<file path="src/rtl/uart_pkg.sv">
// Shared UART definitions: FSM state encoding, parity modes and line levels.
// Used by both the transmit serializer and the matching receiver.
package uart_pkg;

    typedef enum logic [2:0] {
        ST_IDLE   = 3'd0,
        ST_ALIGN  = 3'd1,
        ST_START  = 3'd2,
        ST_DATA   = 3'd3,
        ST_PARITY = 3'd4,
        ST_STOP   = 3'd5
    } uart_state_e;

    localparam int unsigned PAR_NONE = 0;
    localparam int unsigned PAR_EVEN = 1;
    localparam int unsigned PAR_ODD  = 2;

    localparam logic IDLE_LEVEL = 1'b1;

endpackage

</file>
<file path="src/rtl/uart_tx_serializer_if.sv">
// Valid/ready word handshake between an upstream producer and the UART serializer.
interface uart_tx_serializer_if #(
    parameter int unsigned DATA_BITS = 8
);
    logic                 tx_valid;
    logic [DATA_BITS-1:0] tx_data;
    logic                 tx_ready;

    modport master (output tx_valid, output tx_data, input tx_ready);
    modport slave  (input tx_valid, input tx_data, output tx_ready);
endinterface

</file>
<file path="src/rtl/uart_tx_serializer.sv">
// UART transmit serializer: accepts a word by valid/ready and shifts it out LSB-first
// as start, data, optional parity and stop bits, one bit per prescaler tick.
module uart_tx_serializer
    import uart_pkg::*;
#(
    parameter int unsigned DATA_BITS = 8,
    parameter int unsigned PARITY    = 0,
    parameter int unsigned STOP_BITS = 1
) (
    input  logic                  src_clk,
    input  logic                  rst,
    input  logic                  baud_tick,
    output logic                  baud_en,
    uart_tx_serializer_if.slave   s_if,
    output logic                  tx,
    output logic                  tx_done
);

    localparam int unsigned CNT_W = $clog2(DATA_BITS) + 1;

    uart_state_e          r_state;
    logic [DATA_BITS-1:0] r_shift;
    logic [CNT_W-1:0]     r_bit_cnt;
    logic                 r_stop_cnt;
    logic                 r_parity;
    logic                 r_tx;
    logic                 r_ready;
    logic                 r_en;

    logic [DATA_BITS-1:0] w_shift_nxt;
    logic                 w_last_data;
    logic                 w_last_stop;
    logic                 w_take;

    assign w_shift_nxt = r_shift >> 1;
    assign w_last_data = (r_bit_cnt == CNT_W'(DATA_BITS - 1));
    assign w_last_stop = (r_stop_cnt == 1'(STOP_BITS - 1));
    assign w_take      = s_if.tx_valid && r_ready;

    assign s_if.tx_ready = r_ready;
    assign baud_en       = r_en;
    assign tx            = r_tx;
    // Done coincides with the tick ending the last stop bit, so ready rises the cycle after.
    assign tx_done = !rst && (r_state == ST_STOP) && baud_tick && w_last_stop;

    always_ff @(posedge src_clk) begin
        if (rst) begin
            r_state    <= ST_IDLE;
            r_shift    <= '0;
            r_bit_cnt  <= '0;
            r_stop_cnt <= 1'b0;
            r_parity   <= 1'b0;
            r_tx       <= IDLE_LEVEL;
            r_ready    <= 1'b1;
            r_en       <= 1'b0;
        end else begin
            case (r_state)
                ST_IDLE: begin
                    if (w_take) begin
                        r_shift  <= s_if.tx_data;
                        r_parity <= (^s_if.tx_data) ^ (PARITY == PAR_ODD);
                        r_state  <= ST_ALIGN;
                        r_ready  <= 1'b0;
                        r_en     <= 1'b1;
                    end
                end
                // Prescaler count is frozen until en rises, so wait one tick for a full start bit.
                ST_ALIGN: begin
                    if (baud_tick) begin
                        r_state <= ST_START;
                        r_tx    <= 1'b0;
                    end
                end
                ST_START: begin
                    if (baud_tick) begin
                        r_state   <= ST_DATA;
                        r_bit_cnt <= '0;
                        r_tx      <= r_shift[0];
                    end
                end
                ST_DATA: begin
                    if (baud_tick) begin
                        r_shift   <= w_shift_nxt;
                        r_bit_cnt <= r_bit_cnt + CNT_W'(1);
                        if (!w_last_data) begin
                            r_tx <= w_shift_nxt[0];
                        end else if (PARITY != PAR_NONE) begin
                            r_state <= ST_PARITY;
                            r_tx    <= r_parity;
                        end else begin
                            r_state    <= ST_STOP;
                            r_stop_cnt <= 1'b0;
                            r_tx       <= IDLE_LEVEL;
                        end
                    end
                end
                ST_PARITY: begin
                    if (baud_tick) begin
                        r_state    <= ST_STOP;
                        r_stop_cnt <= 1'b0;
                        r_tx       <= IDLE_LEVEL;
                    end
                end
                ST_STOP: begin
                    if (baud_tick) begin
                        if (w_last_stop) begin
                            r_state <= ST_IDLE;
                            r_ready <= 1'b1;
                            r_en    <= 1'b0;
                        end else begin
                            r_stop_cnt <= 1'b1;
                        end
                    end
                end
                default: begin
                    r_state <= ST_IDLE;
                    r_tx    <= IDLE_LEVEL;
                    r_ready <= 1'b1;
                    r_en    <= 1'b0;
                end
            endcase
        end
    end

endmodule

</file>
<file path="src/flat_wrapper.sv">
// flat-port wrapper written by rule: the top's interface ports become plain ports
module uart_tx_serializer_flat import uart_pkg::*;
#(
    parameter int unsigned DATA_BITS = 8,
    parameter int unsigned PARITY    = 0,
    parameter int unsigned STOP_BITS = 1
)
  (src_clk, rst, baud_tick, baud_en, tx, tx_done, s_if_tx_valid, s_if_tx_data, s_if_tx_ready);
  uart_tx_serializer_if #(.DATA_BITS(DATA_BITS)) s_if_i ();
  input  logic src_clk;
  input  logic rst;
  input  logic baud_tick;
  output logic baud_en;
  output logic tx;
  output logic tx_done;
  input wire logic [$bits(s_if_i.tx_valid)-1:0] s_if_tx_valid;
  input wire logic [$bits(s_if_i.tx_data)-1:0] s_if_tx_data;
  output wire logic [$bits(s_if_i.tx_ready)-1:0] s_if_tx_ready;
  assign s_if_i.tx_valid = s_if_tx_valid;
  assign s_if_i.tx_data = s_if_tx_data;
  assign s_if_tx_ready = s_if_i.tx_ready;
  uart_tx_serializer #(.DATA_BITS(DATA_BITS), .PARITY(PARITY), .STOP_BITS(STOP_BITS)) u_core (.src_clk(src_clk), .rst(rst), .baud_tick(baud_tick), .baud_en(baud_en), .s_if(s_if_i), .tx(tx), .tx_done(tx_done));
endmodule
</file>
<file path="config.mk">
export PLATFORM = sky130hd
export DESIGN_NAME = uart_tx_serializer_flat
export DESIGN_NICKNAME = d
export VERILOG_FILES = /design/src/rtl/uart_pkg.sv /design/src/rtl/uart_tx_serializer_if.sv /design/src/rtl/uart_tx_serializer.sv /design/src/flat_wrapper.sv
export SDC_FILE = /design/constraint.sdc
export NUM_CORES = 1
export LEC_CHECK = 0
export CAP_MARGIN = 0
export CORE_MARGIN = 4
export CORE_UTILIZATION = 30
export DETAILED_ROUTE_END_ITERATION = 8
export GPL_TIMING_DRIVEN = 0
export PLACE_DENSITY_LB_ADDON = 0.12
export SKIP_CTS_REPAIR_TIMING = 1
export SYNTH_ARGS = -nofsm -noshare
export SYNTH_HDL_FRONTEND = slang
export SYNTH_SLANG_ARGS = --single-unit
</file>
<file path="constraint.sdc">
create_clock -name src_clk -period 1.8 [get_ports src_clk]
set_clock_uncertainty 0.2 [all_clocks]
set_input_delay 0.36 -clock src_clk [delete_from_list [all_inputs] [get_ports src_clk]]
set_output_delay 0.36 -clock src_clk [all_outputs]
set_load 0.05 [all_outputs]
</file>
==> reports/metrics.json, run 1 <==
{
  "yosys": {
    "synth_edf_count": 0,
    "yosysUniqueCellTypes": 37,
    "syn_inst": 106,
    "avgSynthCellArea_um2": 9.09,
    "synth-main-ff-cell": "sky130_fd_sc_hd__dfxtp_1",
    "synthesis.yosys.warnings": 0,
    "synthesized_area_um2": 963,
    "synth-seq-cells": 18,
    "postSynthNetCount": 119,
    "synth_top_cells_by_area": "sky130_fd_sc_hd__dfxtp_1 (37%), sky130_fd_sc_hd__mux2i_1 (8.3%), sky130_fd_sc_hd__a221oi_1 (7.3%)",
    "seq_area_frac_synth_pct": 37.4,
    "synth_async_sr_flop_share_pct": 0,
    "synthDominantAreaCellType": "sky130_fd_sc_hd__dfxtp_1",
    "synth_top_cell_area_share_pct": 37.4
  },
  "global_route": {
    "grt_start_max_net_pins": 11,
    "gr-total-overflow": 0,
    "grt_use_met2_pct": 17.1,
    "grt_pass1_wl_um": 3790,
    "global_route.usage.met1_pct": 15.5,
    "grt_antenna_before_repair": 0,
    "grt-busiest-layer": "met2",
    "first_global_vias": 821,
    "global_route_usage_sum_pct": 11.6,
    "globalRouteMet3Util_pct": 4.51
  },
  "power_and_ir_drop": {
    "power_leakage_uw": 0.000540,
    "clkPwrFrac_pct": 18.9,
    "power.sequential.fraction_pct": 39.5,
    "vdd.ir_drop.worst_uv": 489,
    "intPower_uw": 847,
    "p_sw_uw": 491,
    "p_comb_share_pct": 41.7,
    "swShare_pct": 36.7,
    "totalPowerFinal_uw": 1340,
    "cellPowerDensity_nw_per_um2": 1080
  },
  "setup_path": {
    "kind_of_critical_path": "reg -> out",
    "crit_path_end_kind": "output pin",
    "timing.critical_path.slowest_cell_delay_ns": 0.40,
    "timing.critical_path.cells": "buf_6, nor2b_2, and4_2, buf_6",
    "worst_ep_required_time_ns": 1.24,
    "arrival_ns": 1.38,
    "rr_worst_depth": 4,
    "crit_path_frequent_cell": "sky130_fd_sc_hd__buf_6",
    "r2r_setup_slack_ns": 0.17,
    "setup.worst_path.start_class": "register",
    "slowest_stage": "sky130_fd_sc_hd__dfxtp_4",
    "regToRegStartpoint": "u_core.r_state[0]",
    "r2r-end": "u_core.r_state[1]",
    "crit_start": "u_core.r_state[2]",
    "critical_path.endpoint": "tx_done",
    "critical_path.max_fanout": 10
  },
  "finish": {
    "commonest_non_fill_non_tap_cell_in_the_layout": "sky130_fd_sc_hd__dfxtp_1",
    "synthToLayoutAreaGrowth_pct": 28.4,
    "finish.net_count": 138,
    "diodes": 0,
    "final_cell_mix": "sky130_fd_sc_hd__dfxtp_1 (17), sky130_fd_sc_hd__nor2_1 (12), sky130_fd_sc_hd__clkdlybuf4s50_1 (9), sky130_fd_sc_hd__mux2i_1 (8), sky130_fd_sc_hd__a221oi_1 (8)",
    "drive_gt1_share_pct": 14.5
  },
  "routing": {
    "route.detailed.drc": 0,
    "route.vias.total": 833,
    "wl_per_cell_um": 13.6,
    "first_iter_violations": 35,
    "finalWirelength_um": 2280,
    "route.detailed.vias_per_inst": 4.96,
    "antenna_violating_nets_post_route": 0,
    "first_pass_iters": 4
  },
  "placed_design": {
    "pre_cts_slack_ns": -0.879,
    "routabilityCongestion": 0.760,
    "placed_wire_length_estimate_after_detailed_placement_um": 1610,
    "port_buffer_count": 14
  },
  "clock_network": {
    "clock-root-buffer": "sky130_fd_sc_hd__clkbuf_4",
    "clock-sinks": 18,
    "clock_tree.buffer_depth": 2,
    "htreeDepth": 1,
    "cts_tree": "yes",
    "cts_inserted_buffers": 3,
    "path_clk_slew_ns": 0.11,
    "insertion_delay_of_the_later_clocked_pin_in_the_worst_skew_pair_ns": 0.29
  },
  "sta": {
    "final_min_period_over_clock_period_pct": 108,
    "final-setup-viol-count": 1,
    "report.final.slew_viol_count": 0,
    "period_minus_slack_ns": 1.94,
    "timing.hold.ws_ns": 0.264,
    "grt_setup_unrepaired": "true",
    "timing.fmax_mhz": 515,
    "slew-limit-headroom_pct": 66.4,
    "tightest_slew_ns": 0.503,
    "finalWorstSetupSlack_ns": -0.141,
    "report.final.hold_viol_count": 0
  },
  "die": {
    "floorplan.die.width_um": 64.7,
    "floorplan.core_area_um2": 3050,
    "floorplan.io_pins": 16,
    "dieHeight_um": 64.7,
    "floorplan.initialDensity_pct": 31.6,
    "std_cell_rows": 20,
    "die_area_um2": 4180
  },
  "hold_path": {
    "hold_path.class": "in -> reg",
    "origin_of_the_worst_min_delay_path": "rst",
    "holdPathStages": 2
  },
  "job": {
    "cap_viol_max_count": 0
  },
  "status": {
    "outcome": "complete, but fails checks",
    "failed_checks": "negative setup slack"
  }
}
==> power groups by stage <==
stage | registers, uW | clock network, uW | logic (uW)
3_3_place_gp | 538 | 0 | 538
3_5_place_dp | 539 | 0 | 542
6_report | 528 | 253 | 558
4_1_cts | 531 | 265 | 544
2_1_floorplan | 586 | 0 | 349
5_1_grt | 541 | 285 | 617
==> how the worst min path moves through the flow <==
stage | to | slack, ns
2_1_floorplan | u_core.r_bit_cnt[1] | 0.25
4_1_cts | u_core.r_shift[1] | 0.26
5_1_grt | u_core.r_shift[2] | 0.29
3_3_place_gp | u_core.r_bit_cnt[1] | 0.26
3_5_place_dp | u_core.baud_en | 0.27
6_report | u_core.r_shift[0] | 0.26
==> registers in the layout, indices dropped and copies added, names as in the netlist <==
signal and flops:
u_core.s_if.tx_ready 1, u_core.r_shift 8, u_core.baud_en 1, u_core.r_bit_cnt 4
u_core.tx 1, u_core.r_state 3
==> cell families (layout without fill, tap and decap cells) <==
group	Yosys count	in the layout	synth area share, %
adders and majority gates	1	1	1.30
xor gates and xnor gates	1	1	0.909
muxes	8	8	8.31
DFF	18	18	37.4
AOI/OAI and AO/OA	30	30	23.5
and+or+nand+nor	35	35	21.7
buffers and inverters	13	31	6.88
==> layout make-up <==
class                           count  area [um^2]
Timing Repair Buffer               14          151
Fill cell                         339         1820
Inverter                            4         15.0
Buffer                              9         66.3
Tap cell                           44         55.1
Clock buffer                        4         36.3
Multi-Input combinational cell     75          549
Sequential cell                    18          364
==> through the flow <==
stage / cells / cell area, um^2 / util, % / TNS, ns
floorplan: 106 / 965 / - / 0
global placement: 164 / 1160 / 38.0 / -5.28
finish: 168 / 1240 / 40.5 / -0.141
detailed placement: 164 / 1160 / 38.0 / -5.66
CTS: 168 / 1200 / 39.2 / -2.97
global route: 168 / 1240 / 40.5 / -0.214
==> Yosys cell counts (2+ instances only) <==
cell type,n
sky130_fd_sc_hd__dfxtp_1,18
sky130_fd_sc_hd__nor2_1,12
sky130_fd_sc_hd__a221oi_1,8
sky130_fd_sc_hd__mux2i_1,8
sky130_fd_sc_hd__a21oi_1,5
sky130_fd_sc_hd__buf_2,5
sky130_fd_sc_hd__inv_1,4
sky130_fd_sc_hd__nand2_1,4
sky130_fd_sc_hd__a21o_1,3
sky130_fd_sc_hd__nand3b_1,3
sky130_fd_sc_hd__nor3_1,3
sky130_fd_sc_hd__o21ai_0,3
sky130_fd_sc_hd__o21bai_1,3
sky130_fd_sc_hd__nand3_1,2
sky130_fd_sc_hd__nor2b_1,2
sky130_fd_sc_hd__o21a_1,2
==> worst max-delay path: cells and delay by family (launching register included) <==
| kind | cells | cell delay, ns |
|---|---|---|
| DFF | 1 | 0.40 |
| and+or+nand+nor | 2 | 0.40 |
| buffers and inverters | 2 | 0.30 |
==> routing by layer <==
| layer | up-vias | part of all wire (%) |
|---|---|---|
| met5 | - | 0 |
| met4 | 0 | 0.88 |
| met1 | 393 | 50 |
| met3 | 2 | 4.3 |
| li1 | 429 | - |
| met2 | 9 | 45 |
No activity file was read; power rests on OpenSTA's default activity.
==> run 2: changes to the inputs <==
--- a/config.mk
+++ b/config.mk
@@ -5,7 +5,6 @@
 export SDC_FILE = /design/constraint.sdc
 export NUM_CORES = 1
 export LEC_CHECK = 0
-export CAP_MARGIN = 0
 export CORE_MARGIN = 4
 export CORE_UTILIZATION = 30
 export DETAILED_ROUTE_END_ITERATION = 8
==> results of run 2 <==
No change in the layout: final DEF, timing and power equal those of run 1.
==> run 3: changes to the inputs <==
--- a/config.mk
+++ b/config.mk
@@ -7,6 +7,7 @@
 export LEC_CHECK = 0
 export CORE_MARGIN = 4
 export CORE_UTILIZATION = 30
+export CTS_BUF_LIST = sky130_fd_sc_hd__clkbuf_4 sky130_fd_sc_hd__clkbuf_8
 export DETAILED_ROUTE_END_ITERATION = 8
 export GPL_TIMING_DRIVEN = 0
 export PLACE_DENSITY_LB_ADDON = 0.12
==> results of run 3 <==
No change in the layout: final DEF, timing and power equal those of run 1.
